### src/rtl/cpu_types_pkg.sv
// Shared CPU-wide types and constants used by the memory arbiter.
package cpu_types_pkg;

  // Word width used for addresses and data on the memory side.
  localparam int WORD_W = 32;

  // Default cap on consecutive data grants while a fetch is waiting.
  localparam int MAX_DSTREAK_DEFAULT = 4;

  // Arbiter grant state: nobody, instruction fetch, or data access.
  typedef enum logic [1:0] {
    IDLE = 2'd0,
    IGNT = 2'd1,
    DGNT = 2'd2
  } arb_state_t;

endpackage

### src/rtl/mem_arbiter.sv
// Shares one RAM port between instruction fetch and data accesses.
// Data wins ties, but a streak counter forces a fetch grant after
// MAX_DSTREAK back-to-back data grants while a fetch is pending.
module mem_arbiter
  import cpu_types_pkg::*;
#(
  parameter int DATA_W      = WORD_W,
  parameter int MAX_DSTREAK = MAX_DSTREAK_DEFAULT
) (
  input  logic              CLK,
  input  logic              RST,
  input  logic              iREN,
  input  logic [DATA_W-1:0] iaddr,
  input  logic              dREN,
  input  logic              dWEN,
  input  logic [DATA_W-1:0] daddr,
  input  logic [DATA_W-1:0] dstore,
  output logic              ihit,
  output logic [DATA_W-1:0] iload,
  output logic              dhit,
  output logic [DATA_W-1:0] dload,
  output logic              ramREN,
  output logic              ramWEN,
  output logic [DATA_W-1:0] ramaddr,
  output logic [DATA_W-1:0] ramstore,
  input  logic [DATA_W-1:0] ramload,
  input  logic              ram_ready
);

  localparam int SW = $clog2(MAX_DSTREAK + 1);
  localparam logic [SW-1:0] STREAK_MAX = SW'(MAX_DSTREAK);

  arb_state_t    state_reg, state_next;
  logic [SW-1:0] streak_reg, streak_next;
  logic          dreq;

  assign dreq = dREN | dWEN;

  // State and streak registers; reset aborts any transaction at once.
  always_ff @(posedge CLK or posedge RST) begin
    if (RST) begin
      state_reg  <= IDLE;
      streak_reg <= '0;
    end else begin
      state_reg  <= state_next;
      streak_reg <= streak_next;
    end
  end

  // Arbitration, grant outputs and streak bookkeeping.
  always_comb begin
    state_next  = state_reg;
    streak_next = streak_reg;
    ihit        = 1'b0;
    dhit        = 1'b0;
    iload       = '0;
    dload       = '0;
    ramREN      = 1'b0;
    ramWEN      = 1'b0;
    ramaddr     = '0;
    ramstore    = '0;
    case (state_reg)
      IDLE: begin
        // data first, unless the waiting fetch has been passed over enough
        if (dreq && !(iREN && streak_reg == STREAK_MAX)) begin
          state_next = DGNT;
        end else if (iREN) begin
          state_next = IGNT;
        end
      end
      IGNT: begin
        ramREN  = iREN;
        ramaddr = iaddr;
        iload   = ramload;
        if (!iREN) begin
          // requester gave up: abort, no hit, streak untouched
          state_next = IDLE;
        end else if (ram_ready) begin
          ihit        = 1'b1;
          state_next  = IDLE;
          streak_next = '0;
        end
      end
      DGNT: begin
        ramWEN   = dWEN;
        ramREN   = dREN & ~dWEN;
        ramaddr  = daddr;
        ramstore = dstore;
        dload    = ramload;
        if (!dreq) begin
          state_next = IDLE;
        end else if (ram_ready) begin
          dhit       = 1'b1;
          state_next = IDLE;
          if (!iREN) begin
            streak_next = '0;
          end else if (streak_reg != STREAK_MAX) begin
            streak_next = streak_reg + 1'b1;
          end
        end
      end
      default: state_next = IDLE;
    endcase
  end

endmodule
### config.mk
export PLATFORM = sky130hd
export DESIGN_NAME = mem_arbiter
export DESIGN_NICKNAME = d
export VERILOG_FILES = /design/src/rtl/cpu_types_pkg.sv /design/src/rtl/mem_arbiter.sv
export SDC_FILE = /design/constraint.sdc
export NUM_CORES = 1
export LEC_CHECK = 0
export ABC_AREA = 1
export CORE_AREA = 2 2 102 104
export CTS_CLUSTER_SIZE = 30
export DETAILED_ROUTE_END_ITERATION = 10
export DIE_AREA = 0 0 104 106
export GPL_TIMING_DRIVEN = 0
export HOLD_SLACK_MARGIN = 0.03
export PLACE_DENSITY_LB_ADDON = 0.3
export RECOVER_POWER = 25
export SYNTH_ARGS = -nofsm -noshare
export SYNTH_HDL_FRONTEND = slang
export SYNTH_SLANG_ARGS = --single-unit
### constraint.sdc
create_clock -name CLK -period 4.62 [get_ports CLK]
set_clock_uncertainty 0.1 [all_clocks]
set_input_delay 0.924 -clock CLK [delete_from_list [all_inputs] [get_ports CLK]]
set_output_delay 0.924 -clock CLK [all_outputs]
set_load 0.005 [all_outputs]
==> results of run 1 <==
==> layout make-up <==
cell class / count / share of cell area, %
clock buffers: 4 / 0.988
repair buffers: 264 / 57.9
well taps: 136 / 3.73
plain buffers: 23 / 2.14
multi-input cells: 248 / 23.0
inverters: 115 / 9.47
flip-flops and latches: 5 / 2.74
==> kinds of logic (layout without fill, tap and decap cells) <==
group / Yosys count / after routing
compound gates: 35 / 35
fa+ha+maj: 6 / 6
buf+inv: 138 / 406
flops: 5 / 5
simple gates: 207 / 207
==> worst max-delay path, delay by kind of cell (launching register included) <==
| kind | cells | cell delay [ns] |
|---|---|---|
| buf+inv | 4 | 1.47 |
| fa+ha+maj | 1 | 0.23 |
| compound gates | 1 | 0.20 |
| flops | 1 | 0.41 |
| simple gates | 1 | 0.10 |
==> layer usage <==
layer / vias to the layer above / part of all wire, % / GRT usage, %
li1: 1631 / - / -
met1: 1336 / 43 / 22.6
met2: 155 / 47 / 30.2
met3: 10 / 8.3 / 4.11
met4: 0 / 0.77 / 1.83
met5: - / 0 / 0
==> power by group <==
group,total (mW),switching (mW),leakage (nW),internal [mW]
logic,1.41,0.677,2.41,0.737
registers,0.0683,0.0125,0.0668,0.0558
clock network,0.0771,0.0182,0.0228,0.0589
==> cell usage in the layout (no fill, tap or decap) <==
| master | count |
|---|---|
| ha_1 | 6 |
| clkbuf_1 | 13 |
| clkbuf_8 | 3 |
| nand2_1 | 184 |
| dlygate4sd3_1 | 18 |
| nand3_1 | 13 |
| buf_1 | 2 |
| nand4_1 | 1 |
| o21ai_0 | 2 |
| a21oi_1 | 33 |
| nor2_1 | 8 |
| nor2_2 | 1 |
| dfrtp_1 | 5 |
| inv_1 | 115 |
| clkdlybuf4s50_1 | 246 |
| buf_2 | 9 |
==> final timing paths <==
path / startpoint / endpoint / slack [ns] / cells after the start
max reg2reg: state_reg[1]$_DFFE_PP0P_ / state_reg[0]$_DFFE_PP0P_ / 2.76 / 8
min in group asynchronous: RST / state_reg[1]$_DFFE_PP0P_ / 0.95 / 2
max: state_reg[0]$_DFFE_PP0P_ / ramaddr[30] / 0.98 / 7
min reg2reg: streak_reg[1]$_DFFE_PP0P_ / streak_reg[1]$_DFFE_PP0P_ / 0.40 / 2
min: streak_reg[1]$_DFFE_PP0P_ / streak_reg[1]$_DFFE_PP0P_ / 0.40 / 2
max in group asynchronous: RST / streak_reg[0]$_DFFE_PP0P_ / 3.31 / 2
==> metrics by stage <==
stage	hold WS (ns)	worst slack [ns]	instance area, um^2	power, mW
after global routing	0.459	0.761	4560	1.72
after global placement	0.389	1.28	4530	1.51
after CTS	0.410	1.25	4570	1.62
after floorplan	0.367	2.30	1710	0.638
final	0.401	0.977	4560	1.56
after detailed placement	0.405	1.26	4530	1.53
==> summary.md, run 1 <==
| Metric | Value |
|---|---|
| Status | `complete, no violations` |
| PwrDens | `342 nW/um^2` |
| Synth Area in Adders | `4.38%` |
| Core area | `approximately 10000 um^2` |
| Cell variety after synth | `15` |
| RSZ-0062 raised after global routing | `no` |
| Final GP Congestion | `0.888` |
| VDD IR max | `0.178 mV` |
| I/O Buffers | `264` |
| Final HPWL DP | `8900 um` |
| Share of cells above drive strength 1 | `about 2.0%` |
| FFs w/ async S/R, synth | `100%` |
| Initial antenna violation count | `0` |
| Synth area leader | `nand2_1` |
| Die footprint | `around 11,000 um^2` |
| Setup bufs post-CTS | `0` |
| Area grow syn2layout | `166%` |
| Max-cap violations | `0` |
| Slowest-stage cell, CP | `clkdlybuf4s50_1` |
| Sum Neg Setup Slack | `0 ns` |
| Worst-Skew Late Latency | `0.21 ns` |
| Multiplexer share of the synthesized area | `0%` |
| Final nets | `800` |
| Hold_buf cts | `0` |
| Drt wl/cell | `between 10 and 15 um` |
| Area of the multi-input gates | `1050 um^2` |
| Lkg Pwr | `between 2 and 2.5 nW` |
| Post-synth EDFFs | `0` |
| Most numerous cell in the Yosys netlist | `nand2_1` |
| Hold Path Class | `register to register` |
| CP max FO | `10` |
| Final Non-Filler Cells | `795` |
| Final Core Density | `a little under half` |
| DR pass1 iterations | `4` |
| Largest family of logic cells by synthesized area | `simple AND/OR/NAND/NOR gates` |
| TritonCTS clock tree | `built` |
| F_max | `274 MHz` |
| Max reg flops | `3` |
| Warnings from Yosys | `0` |
| Synth cell count leaders | `nand2_1, inv_1, a21oi_1` |
| Mapped cell area | `1710 um^2` |
| Total track usage | `17.4%` |
| Post-route DRC | `0` |
| Row count | `37` |
| Vias | `3,132` |
| Chip height | `106 um` |
| # fillers | `1,076` |
| Final Hold Vio Count | `0` |
| Post-Syn Instances | `around 390` |
| Cts bufs inserted | `3` |
| Largest net degree at the start of global routing | `11` |
| Register area share after synthesis | `7.30%` |
| Sinks on the clock net | `5` |
| Final Cycle Share | `78.9%` |
| Slowest Stage Delay on Critical Path | `0.55 ns` |
| Crit end category | `output port` |
| Most used DFF post-synth | `dfrtp_1` |
| Final setup viols | `0` |
| Syn Nets | `531` |
| Longest Clk Path Bufs | `2` |
| Xor/xnor share of the synthesized area | `0%` |
| CP startpoint kind | `register` |
| Post-CTS sizing | `0` |
| #FFs+latches synth | `5` |
| Synth Area in Compound Gates | `10.2%` |
| Post-Synth Simple-Gate Area | `roughly 47%` |
| Relative slew slack | `62.9%` |
| Worst-margin pin slew | `0.557 ns` |
| Data required, critical path | `between 3 and 4 ns` |
| Initial core utilization | `17.1%` |
| Initial DRC Count | `149` |
| Total Wirelength | `10,300 um` |
| Antenna diodes | `0` |
| FF/Latch Area | `roughly 130 um^2` |
| Routed Antenna Nets | `0` |
| First-pass GRT wire length | `15,500 um` |
| DIE WIDTH | `104 um` |
| Worst Path Arrival | `~2.6 ns` |
| Mean post-synth cell area | `between 4 and 5 um^2` |
| Final Max Slew Viols | `0` |
| Root Buffer | `clkbuf_8` |
| IO Pins | `266` |
| Vias in the first global route | `2,879` |
| H-Tree Depth | `1` |
| Critical path class | `register to output port` |
| Synth area leaders | `nand2_1, inv_1, a21oi_1` |
| Top-area cell type share of the netlist area | `40.3%` |
| Clock-pin transition on the worst setup and hold timing paths | `0.03 ns` |
| Placed insts | `791` |
| Fin crit period | `~3.6 ns` |
| Routed vias/inst | `3.94` |
| GR Overflow Total | `0` |
| Worst path cell trace | `inv_1 > ha_1 > clkbuf_1 > clkbuf_1 > nand2_1 > a21oi_1 > clkdlybuf4s50_1` |
| Critical path's most frequent cell | `clkbuf_1` |
Note: power is estimated with default switching activity, not from simulation.
==> run 2: changes to the inputs <==
CORE_AREA = 2 2 104 106   (was 2 2 102 104)
DIE_AREA = 0 0 106 108   (was 0 0 104 106)
clock period = 3.55 ns   (was 4.62 ns; I/O delays follow)
==> run 2 against run 1 <==
Against the previous run:
- non-clock buffer count unchanged
- largest cell class unchanged
- utilization decreased by 0.96 points
- first-iteration DRC count increased by 31%
- final cell count unchanged
- global-route usage decreased by 1.5 points
- wire length decreased by 2.3%
- cell area increased by 0.16%
- critical endpoint is now iload[16]
- highest routed layer unchanged
- combinational power increased by 30%
==> summary.md, run 2 (synthesized netlist as in run 1, its figures left out) <==
| Metric | Value |
|---|---|
| Status | `complete, no violations` |
| H-Tree Depth | `1 (unchanged)` |
| Cts bufs inserted | `3 (unchanged)` |
| FF/Latch Area | `125 um^2 (unchanged)` |
| IO Pins | `266 (unchanged)` |
| CP max FO | `10 (unchanged)` |
| Post-route DRC | `0 (unchanged)` |
| Clock-pin transition on the worst setup and hold timing paths | `0.03 ns (about the same)` |
| TritonCTS clock tree | `built` |
| DP Area | `4530 um^2 (unchanged)` |
| Final GP Congestion | `0.795 (-10%)` |
| Final Non-Filler Cells | `795 (unchanged)` |
| Initial DRC Count | `195 (+31%)` |
| Routed Antenna Nets | `0 (unchanged)` |
| F_max | `313 MHz` |
| Vias in the first global route | `2,847 (-1.1%)` |
| PwrDens | `443 nW/um^2 (+30%)` |
| Worst Path Arrival | `2.39 ns (-0.23 ns)` |
| Setup bufs post-CTS | `0 (unchanged)` |
| Initial antenna violation count | `0 (unchanged)` |
| Initial core utilization | `16.8% (-0.39 points)` |
| First-pass GRT wire length | `14,800 um (-4.7%)` |
| Sinks on the clock net | `5 (unchanged)` |
| Switch share | `44.7% (-0.65 points)` |
| Largest net degree at the start of global routing | `11 (unchanged)` |
| Longest Clk Path Bufs | `2 (unchanged)` |
| Relative slew slack | `66.8% (+3.9 points)` |
| Total Wirelength | `10,100 um (-2.3%)` |
| Area grow syn2layout | `166%` |
| Drt wl/cell | `12.7 um (-2.3%)` |
| Int Power | `1.12 mW (+31%)` |
| Hold_buf cts | `0 (unchanged)` |
| Switching pwr | `0.906 mW (+28%)` |
| Die footprint | `11,400 um^2 (+3.8%)` |
| Sum Neg Setup Slack | `0 ns (unchanged)` |
| CP startpoint kind | `register` |
| Row count | `37 (unchanged)` |
| Vias | `3,144 (+0.38%)` |
| Hold WS | `0.402 ns (+0.000327 ns)` |
| Final instance area | `4570 um^2 (+0.16%)` |
| VDD IR max | `0.255 mV (+43%)` |
| Max reg flops | `3 (unchanged)` |
| Share of total power in combinational logic | `90.5% (-0.2 points)` |
| Core area | `10,200 um^2 (+2.3%)` |
| GR Overflow Total | `0 (unchanged)` |
| I/O Buffers | `264 (unchanged)` |
| Final Cycle Share | `90.0%` |
| Final nets | `800 (unchanged)` |
| DR pass1 iterations | `6 (+2)` |
| Hold Path Class | `register to register` |
| Final Max Slew Viols | `0 (unchanged)` |
| RSZ-0062 raised after global routing | `no` |
| Worst-Skew Late Latency | `0.22 ns (about the same)` |
| Data required, critical path | `2.74 ns (-0.86 ns)` |
| Chip height | `108 um (+1.9%)` |
| Root Buffer | `clkbuf_8` |
| Share of total power in the clock network | `5.2% (+0.3 points)` |
| Commonest non-fill, non-tap cell in the layout | `clkdlybuf4s50_1` |
| Final HPWL DP | `8780 um (-1.3%)` |
| Placed insts | `791 (unchanged)` |
| Total track usage | `15.9% (-1.5 points)` |
| Final setup viols | `0 (unchanged)` |
| Commonest non-fill, non-tap cells in the layout | `clkdlybuf4s50_1, nand2_1, inv_1` |
| Final Core Density | `44.6% (-0.96 points)` |
| Seq pwr share | `4.3% (about the same)` |
| Worst-margin pin slew | `0.498 ns (-0.0589 ns)` |
| Post-CTS sizing | `0 (unchanged)` |
| Share of cells above drive strength 1 | `2.88% (+0.91 points)` |
| Area of the multi-input gates | `1050 um^2 (unchanged)` |
| Max-cap violations | `0 (unchanged)` |
| Lkg Pwr | `2.52 nW (+1.0%)` |
| # fillers | `1,049 (-2.5%)` |
| Antenna diodes | `0 (unchanged)` |
| DIE WIDTH | `106 um (+1.9%)` |
| Crit end category | `output port` |
| Routed vias/inst | `3.95 (+0.38%)` |
| Fin crit period | `3.20 ns` |
| Final Hold Vio Count | `0 (unchanged)` |
| Critical path class | `register to output port` |
## run 2: cell count changes in the layout (fill, tap and decap cells not counted)
| cell | change |
|---|---|
| clkbuf_1 | -6 |
| clkbuf_2 | +1 |
| clkdlybuf4s50_1 | -1 |
| buf_2 | +5 |
| dlygate4sd3_1 | +1 |
## run 2: layer usage
layer	vias to the layer above	part of all wire, %	GRT usage (%)
met4	0	1.6	3.76
met3	16	8.1	4.04
met2	139	52	30.3
met5	-	0	0
li1	1633	-	-
met1	1356	38	17.7
## run 2: worst max-delay path, cell delays in order (launching register included)
cell and delay [ns]:
dfrtp_1 0.40, inv_1 0.11, ha_1 0.14, clkbuf_2 0.13, clkbuf_1 0.39, buf_2 0.30, nand2_1 0.07, inv_1 0.05
dlygate4sd3_1 0.57
## run 2: per-stage QoR
stage / worst slack [ns] / power [mW]
2_1_floorplan: 1.50 / 0.831
3_3_place_gp: 0.638 / 1.94
3_5_place_dp: 0.610 / 1.97
4_1_cts: 0.374 / 2.08
5_1_grt: 0.129 / 2.23
6_report: 0.354 / 2.03
## run 2: worst paths after layout
check,from,end,slack [ns],cells after the start
max in group asynchronous,RST,streak_reg[0]$_DFFE_PP0P_,2.47,2
worst min register to register,streak_reg[1]$_DFFE_PP0P_,streak_reg[1]$_DFFE_PP0P_,0.40,2
worst max register to register,state_reg[1]$_DFFE_PP0P_,streak_reg[0]$_DFFE_PP0P_,1.84,8
worst max-delay path,state_reg[1]$_DFFE_PP0P_,iload[16],0.35,8
min in group asynchronous,RST,streak_reg[2]$_DFFE_PP0P_,0.72,2
worst min-delay path,streak_reg[1]$_DFFE_PP0P_,streak_reg[1]$_DFFE_PP0P_,0.40,2
## run 2: area by class of cell
cell class,count,share of cell area [%]
Tap cell,136,3.73
Inverter,115,9.45
Multi-Input combinational cell,248,23.0
Timing Repair Buffer,264,57.8
Sequential cell,5,2.74
Clock buffer,4,0.986
Buffer,23,2.30
## run 2: power by group through the flow
stage / Combinational, mW / Clock, mW / Sequential [mW]
after global placement: 1.86 / 0 / 0.0872
after global routing: 2.03 / 0.112 / 0.0896
after floorplan: 0.746 / 0 / 0.0852
after CTS: 1.89 / 0.107 / 0.0881
final: 1.83 / 0.105 / 0.0875
after detailed placement: 1.88 / 0 / 0.0887
==> run 3: changes to the inputs <==
CORE_AREA = 5 5 100 102   (was 2 2 104 106)
DIE_AREA = 0 0 105 107   (was 0 0 106 108)
clock period = 4.1 ns   (was 3.55 ns; I/O delays follow)
==> run 3 against run 2 <==
Against the previous run:
- final cell count is 3.1% lower
- worst setup slack improved by 0.21 ns
- register-to-register slack better by 0.49 ns
- sequential share of layout area is essentially flat
- critical path depth decreased by 1
- clock power fell by 15%
- sequential power shrank 14%
- die area decreased by 1.9%
- via count about the same
- utilization grew 5.6 points
- wire length up 4.7%
- largest cell class unchanged
==> summary.md, run 3 (synthesized netlist as in run 1, its figures left out) <==
| Metric | Value |
|---|---|
| Row count | `35 (-5.4%)` |
| VDD IR max | `0.259 mV (+1.7%)` |
| Worst-Skew Late Latency | `0.22 ns (about the same)` |
| Root Buffer | `clkbuf_8` |
| Largest net degree at the start of global routing | `11 (unchanged)` |
| Placed insts | `766 (-3.2%)` |
| Max-cap violations | `0 (unchanged)` |
| DIE WIDTH | `105 um (-0.94%)` |
| R2r worst-path depth | `8 (unchanged)` |
| Initial antenna violation count | `0 (unchanged)` |
| CP startpoint kind | `register` |
| Antenna diodes | `0 (unchanged)` |
| Final setup viols | `0 (unchanged)` |
| Final Non-Filler Cells | `770 (-3.1%)` |
| Vias | `3,141 (-0.095%)` |
| Final nets | `800 (unchanged)` |
| Power Total | `1.76 mW (-13%)` |
| Chip height | `107 um (-0.93%)` |
| Critical path class | `register to output port` |
| Crit end category | `output port` |
| Routed vias/inst | `4.08 (+3.1%)` |
| Post-CTS sizing | `0 (unchanged)` |
| Commonest non-fill, non-tap cell in the layout | `clkdlybuf4s50_1` |
| Final Core Density | `50.2% (+5.6 points)` |
| DR pass1 iterations | `4 (-2)` |
| Total Wirelength | `10,600 um (+4.7%)` |
| Final GP Congestion | `0.857 (+7.8%)` |
| Area grow syn2layout | `164%` |
| First-pass GRT wire length | `15,800 um (+6.8%)` |
| Clock-pin transition on the worst setup and hold timing paths | `0.03 ns (about the same)` |
| TritonCTS clock tree | `built` |
| Commonest non-fill, non-tap cells in the layout | `clkdlybuf4s50_1, nand2_1, inv_1` |
| RSZ-0062 raised after global routing | `no` |
| DP Worst Slack | `0.951 ns (+0.341 ns)` |
| Initial core utilization | `19.0% (+2.2 points)` |
| IO Pins | `266 (unchanged)` |
| Initial DRC Count | `153 (-22%)` |
| Final setup margin | `0.568 ns (+0.214 ns)` |
| Vias in the first global route | `3,056 (+7.3%)` |
| Total track usage | `17.0% (+1.1 points)` |
| Final Hold Vio Count | `0 (unchanged)` |
| Sum Neg Setup Slack | `0 ns (unchanged)` |
| Post-route DRC | `0 (unchanged)` |
| Routed Antenna Nets | `0 (unchanged)` |
| Worst-margin pin slew | `0.632 ns (+0.134 ns)` |
| Worst Path Arrival | `2.61 ns (+0.22 ns)` |
| Fin crit period | `approximately 3.5 ns` |
| Sinks on the clock net | `5 (unchanged)` |
| Final Max Slew Viols | `0 (unchanged)` |
| Share of cells above drive strength 1 | `1.97% (-0.91 points)` |
| H-Tree Depth | `1 (unchanged)` |
| GR Overflow Total | `0 (unchanged)` |
| Lkg Pwr | `2.49 nW (-1.2%)` |
| Hold Path Depth | `2 (unchanged)` |
| Status | `complete, no violations` |
| # fillers | `920 (-12%)` |
| Final HPWL DP | `9310 um (+6.0%)` |
| I/O Buffers | `264 (unchanged)` |
| CP max FO | `10 (unchanged)` |
| Setup bufs post-CTS | `0 (unchanged)` |
| Hold Path Class | `register to register` |
| Final Cycle Share | `~86%` |
| Relative slew slack | `57.9% (-8.9 points)` |
| Data required, critical path | `3.18 ns (+0.44 ns)` |
| Longest Clk Path Bufs | `2 (unchanged)` |
| F_max | `roughly 280 MHz` |
| Max reg flops | `3 (unchanged)` |
| Hold_buf cts | `0 (unchanged)` |
| PwrDens | `388 nW/um^2 (-13%)` |
| Drt wl/cell | `13.7 um (+8.1%)` |
| Core area | `9020 um^2 (-12%)` |
| Cts bufs inserted | `3 (unchanged)` |
| Die footprint | `11,200 um^2 (-1.9%)` |
-- run 3: layer usage --
layer,track usage (%),vias up,wire length [um],share of wire (%)
met4,4.75,0,259,2.5
li1,-,1630,-,-
met5,0,-,0,0
met1,18.2,1335,3870,37
met2,32.4,155,5500,52
met3,4.52,21,942,8.9
-- run 3: area by class of cell --
cell class                 instances  area [um^2]  area share (%)
multi-input combinational        248         1050            23.1
clock buffer                       4         45.0           0.994
tap                              111          139            3.07
timing repair buffer             264         2640            58.3
sequential                         5          125            2.76
inverter                         115          432            9.53
buffer                            23         97.6            2.15
-- run 3: where the power goes --
group / leakage, nW / internal (mW) / switching [mW]
Sequential: 0.0668 / 0.0629 / 0.0123
Combinational: 2.40 / 0.829 / 0.762
Clock: 0.0228 / 0.0666 / 0.0227
Total: 2.49 / 0.959 / 0.797
-- run 3: worst max-delay path, stage by stage (launching register included) --
cell,delay (ns)
dfrtp_1,0.40
inv_1,0.12
ha_1,0.23
clkbuf_1,0.47
clkbuf_1,0.38
nand2_1,0.09
a21oi_1,0.17
clkdlybuf4s50_1,0.54
-- run 3: path summary, 6_finish.rpt --
path,end,startpoint,slack (ns)
hold reg to reg,streak_reg[1]$_DFFE_PP0P_,streak_reg[1]$_DFFE_PP0P_,0.40
max in group asynchronous,streak_reg[2]$_DFFE_PP0P_,RST,2.90
min in group asynchronous,state_reg[1]$_DFFE_PP0P_,RST,0.83
setup reg to reg,streak_reg[2]$_DFFE_PP0P_,state_reg[1]$_DFFE_PP0P_,2.33
hold / removal,streak_reg[1]$_DFFE_PP0P_,streak_reg[1]$_DFFE_PP0P_,0.40
setup / recovery,ramaddr[21],state_reg[0]$_DFFE_PP0P_,0.57
-- run 3: metrics by stage --
stage / instance area, um^2 / hold slack (ns)
detailed placement: 4500 / 0.406
global route: 4530 / 0.454
CTS: 4540 / 0.412
finish: 4530 / 0.403
floorplan: 1710 / 0.367
global placement: 4500 / 0.391
==> patch 1 (settings of run 2) <==
Set the package constant `MAX_DSTREAK_DEFAULT` to 8 (it was 4).
--- a/src/rtl/cpu_types_pkg.sv
+++ b/src/rtl/cpu_types_pkg.sv
@@ -5,7 +5,7 @@
   localparam int WORD_W = 32;
 
   // Default cap on consecutive data grants while a fetch is waiting.
-  localparam int MAX_DSTREAK_DEFAULT = 4;
+  localparam int MAX_DSTREAK_DEFAULT = 8;
 
   // Arbiter grant state: nobody, instruction fetch, or data access.
   typedef enum logic [1:0] {
Formal check against the unedited RTL: not equivalent (a bounded check fails within 10 cycles, from zero or initial values and one cycle with RST high).
==> patch 1 against run 2 <==
Synthesized area increased by 5.6%. Critical path depth decreased by 1. Via count increased by 0.25%. Utilization increased by 0.87 points. Power increased by 0.45%. Sequential cell count increased by 1. Final cell count increased by 1.1%. Design area increased by 1.9%. Synthesized cell count increased by 2.3%. Wire length increased by 6.6%. Sequential share of layout area increased by 0.49 points. First-iteration DRC count decreased by 15%. Worst setup slack improved by 110 ps. Hold slack got worse by 20 ps.
==> patch 1: results (changes against run 2) <==
Status
  – Outcome: completed

Critical path
  – CP max stage cell: clkdlybuf4s50_1
  – Critical R2R Capture: streak_reg[2]
  – Worst Path Arrival: 2280 ps (-110 ps)
  – Worst reg2reg startpoint: state_reg[0]
  – Flop-to-flop setup slack: 1980 ps (+140 ps)

Min path
  – WHS Endpoint: streak_reg[3]

Synthesis
  – Number of library cell types mapped by synthesis: 18 (+3)
  – Syn Nets: 540 (+1.7%)
  – Area contributors post-synth: nand2_1, inv_1, a21oi_1
  – Area share of the largest cell type after synthesis: 40.2% (-0.071 points)
  – Post-Synthesis Cells: 400 (+2.3%)

Global routing
  – Met2 global-route usage: 33.6% (+3.3 points)
  – GRT met1 Usage: 20.7% (+3.0 points)

Drt
  – Vias/cell: 3.92 (-0.87%)
  – Initial DRC count: 166 (-15%)
  – Final wirelength: 10800 um (+6.6%)

Cells and area
  – Clock Buffer Count: 3 (-1)
  – Buffers excl. clock: 286 (-0.35%)
  – Non-clock buffers, area share: 59.7% (-0.45 points)
  – Nets: 810 (+1.3%)
  – Final Non-Filler Cells: 804 (+1.1%)
  – Multi-input combinational area share: 23.3% (+0.39 points)
  – Max FFs per register: 4 (+1)
  – Inverters: 114 (-0.87%)
  – Share of cells above drive strength 1: 2.99% (+0.11 points)
  – Seq area share: 3.22% (+0.49 points)
  – Multi-input comb cells: 259 (+4.4%)
  – Fillers: 1060 (+1.0%)

Place
  – Port Buffers: 265 (+0.38%)
  – Pre-CTS setup slack: 590 ps (-20.0 ps)
  – Placed cells: 801 (+1.3%)

Timing
  – Final Hold Slack: 381 ps (-20.3 ps)
  – Max-slew headroom: 63.7% (-3.1 points)

Power and ir drop
  – Sw Share: 44.8% (+0.050 points)
  – Leak pwr: 2.58 nW (+2.3%)
  – Maximum vdd drop: 0.288 mV (+13%)
patch 1: through the flow:
step	power (mW)	cell area, um^2
after global placement	1.97	4630
final	2.03	4660
after floorplan	0.862	1810
after global routing	2.25	4660
after detailed placement	1.99	4630
after CTS	2.10	4670
patch 1: how the worst max path moves through the flow:
stage | start | end | slack [ps] | cells past startpoint
final | state_reg[0] | ramstore[16] | 460 | 7
after global routing | state_reg[0] | ramaddr[4] | 250 | 6
after CTS | state_reg[0] | ramaddr[4] | 360 | 6
after detailed placement | iREN | ramREN | 590 | 4
after global placement | iREN | ramREN | 580 | 4
after floorplan | state_reg[0] | dload[11] | 1530 | 7
patch 1: cells by family after synthesis:
group	count (synthesis)	synth area share (%)
AND/OR/NAND/NOR	219	47.0
buffers and inverters	135	31.0
AO/OA/AOI/OAI	34	9.61
flip-flops	6	8.29
adder cells (fa/ha/maj)	6	4.15
==> patch 2 (settings of run 2) <==
Without the edit above. Re-encode `arb_state_t` (3 states) as one-hot, 3 bits wide.
--- a/src/rtl/cpu_types_pkg.sv
+++ b/src/rtl/cpu_types_pkg.sv
@@ -8,10 +8,10 @@
   localparam int MAX_DSTREAK_DEFAULT = 4;
 
   // Arbiter grant state: nobody, instruction fetch, or data access.
-  typedef enum logic [1:0] {
-    IDLE = 2'd0,
-    IGNT = 2'd1,
-    DGNT = 2'd2
+  typedef enum logic [2:0] {
+    IDLE = 3'b001,
+    IGNT = 3'b010,
+    DGNT = 3'b100
   } arb_state_t;
 
 endpackage
Behaviour: no difference found for any inputs over 10 cycles, from zero or initial values and one cycle with RST high; not proved beyond that.
==> patch 2 against run 2 <==
Worst setup slack improved by 160 ps. Power shrank 32%. Final cell count shrank 14%. Clock power is essentially flat. Synthesized area decreased by 11%. Design area shrank 4.0%. Wire length decreased by 13%. Via count down 11%. Sequential cell count increased by 1. Critical path type is now in -> out.
==> patch 2: results (changes against run 2) <==
Synthesis
  – Synthesized-area fraction occupied by adder cells: 1.64% (-2.7 points)
  – Top post-synthesis cells by count: nor2_1, inv_1, a32o_1
  – Post-Synthesis Cells: 277 (-29%)
  – Syn Nets: 413 (-22%)
  – Compound-gate portion of the synthesized area: 23.8% (+14 points)
  – Number of library cell types mapped by synthesis: 26 (+11)
  – Area contributors post-synth: nor2_1, a32o_1, inv_1

Status
  – Outcome: completed

Drt
  – Drt pass-1 iters: 4 (-2)
  – Initial DRC count: 138 (-29%)
  – Via count: 2792 (-11%)
  – Final wirelength: 8800 um (-13%)

Global routing
  – Gr usage total: 14.5% (-1.4 points)
  – First-pass GRT wire length: 13700 um (-7.3%)

Power and ir drop
  – Sw Share: 39.9% (-4.9 points)
  – Switch Pwr: 0.548 mW (-40%)
  – Leak pwr: 2.02 nW (-20%)
  – Comb pwr share: 83.8% (-6.7 points)
  – Maximum vdd drop: 0.125 mV (-51%)

Min path
  – Min-delay src: streak_reg[0]

Place
  – Pre-CTS setup slack: 579 ps (-31.5 ps)
  – Placed cell areas: 4350 um^2 (-3.9%)
  – Placed cells: 678 (-14%)

Cells and area
  – Core Util, Final: 42.9% (-1.8 points)
  – Share of cells above drive strength 1: 5.31% (+2.4 points)

Critical path
  – Worst reg2reg startpoint: streak_reg[0]
  – Crit path from: dWEN
  – Critical R2R Capture: streak_reg[2]
  – Worst Path Max Fanout: 3 (-7)
  – Flop-to-flop setup slack: 2040 ps (+200 ps)
  – Critical path destination: dhit
  – WS Path Type: in -> out

Timing
  – Max-slew headroom: 70.3% (+3.5 points)
  – Final Hold Slack: 411 ps (+8.79 ps)
## patch 2: cell types whose count changed after synthesis, sizes merged, moves of 4 or more
| cell | change |
|---|---|
| a21oi | -32 |
| inv | -34 |
| nand3 | -5 |
| nand4 | +4 |
| ha | -4 |
| nor2 | +92 |
| a32o | +32 |
| nand2 | -168 |
## patch 2: layout make-up
cell class              count  area share (%)
flip-flops and latches      6            3.45
clock buffers               4            1.03
well taps                 136            3.88
multi-input cells         171            21.1
repair buffers            265            60.5
plain buffers              19            3.08
inverters                  81            6.99
## patch 2: layer usage
| metal | up-vias | GRT usage [%] | routed length [um] |
|---|---|---|---|
| met1 | 1224 | 14.9 | 3200 |
| met4 | 0 | 2.54 | 71 |
| met2 | 164 | 28.8 | 4540 |
| met3 | 8 | 4.94 | 990 |
| met5 | - | 0 | 0 |
| li1 | 1396 | - | - |
## patch 2: critical path, cell delays in order
cell             delay, ps
dlygate4sd3_1          550
inv_1                   60
nand2_1                150
nand2_1                100
nor2_1                 130
clkdlybuf4s50_1        520
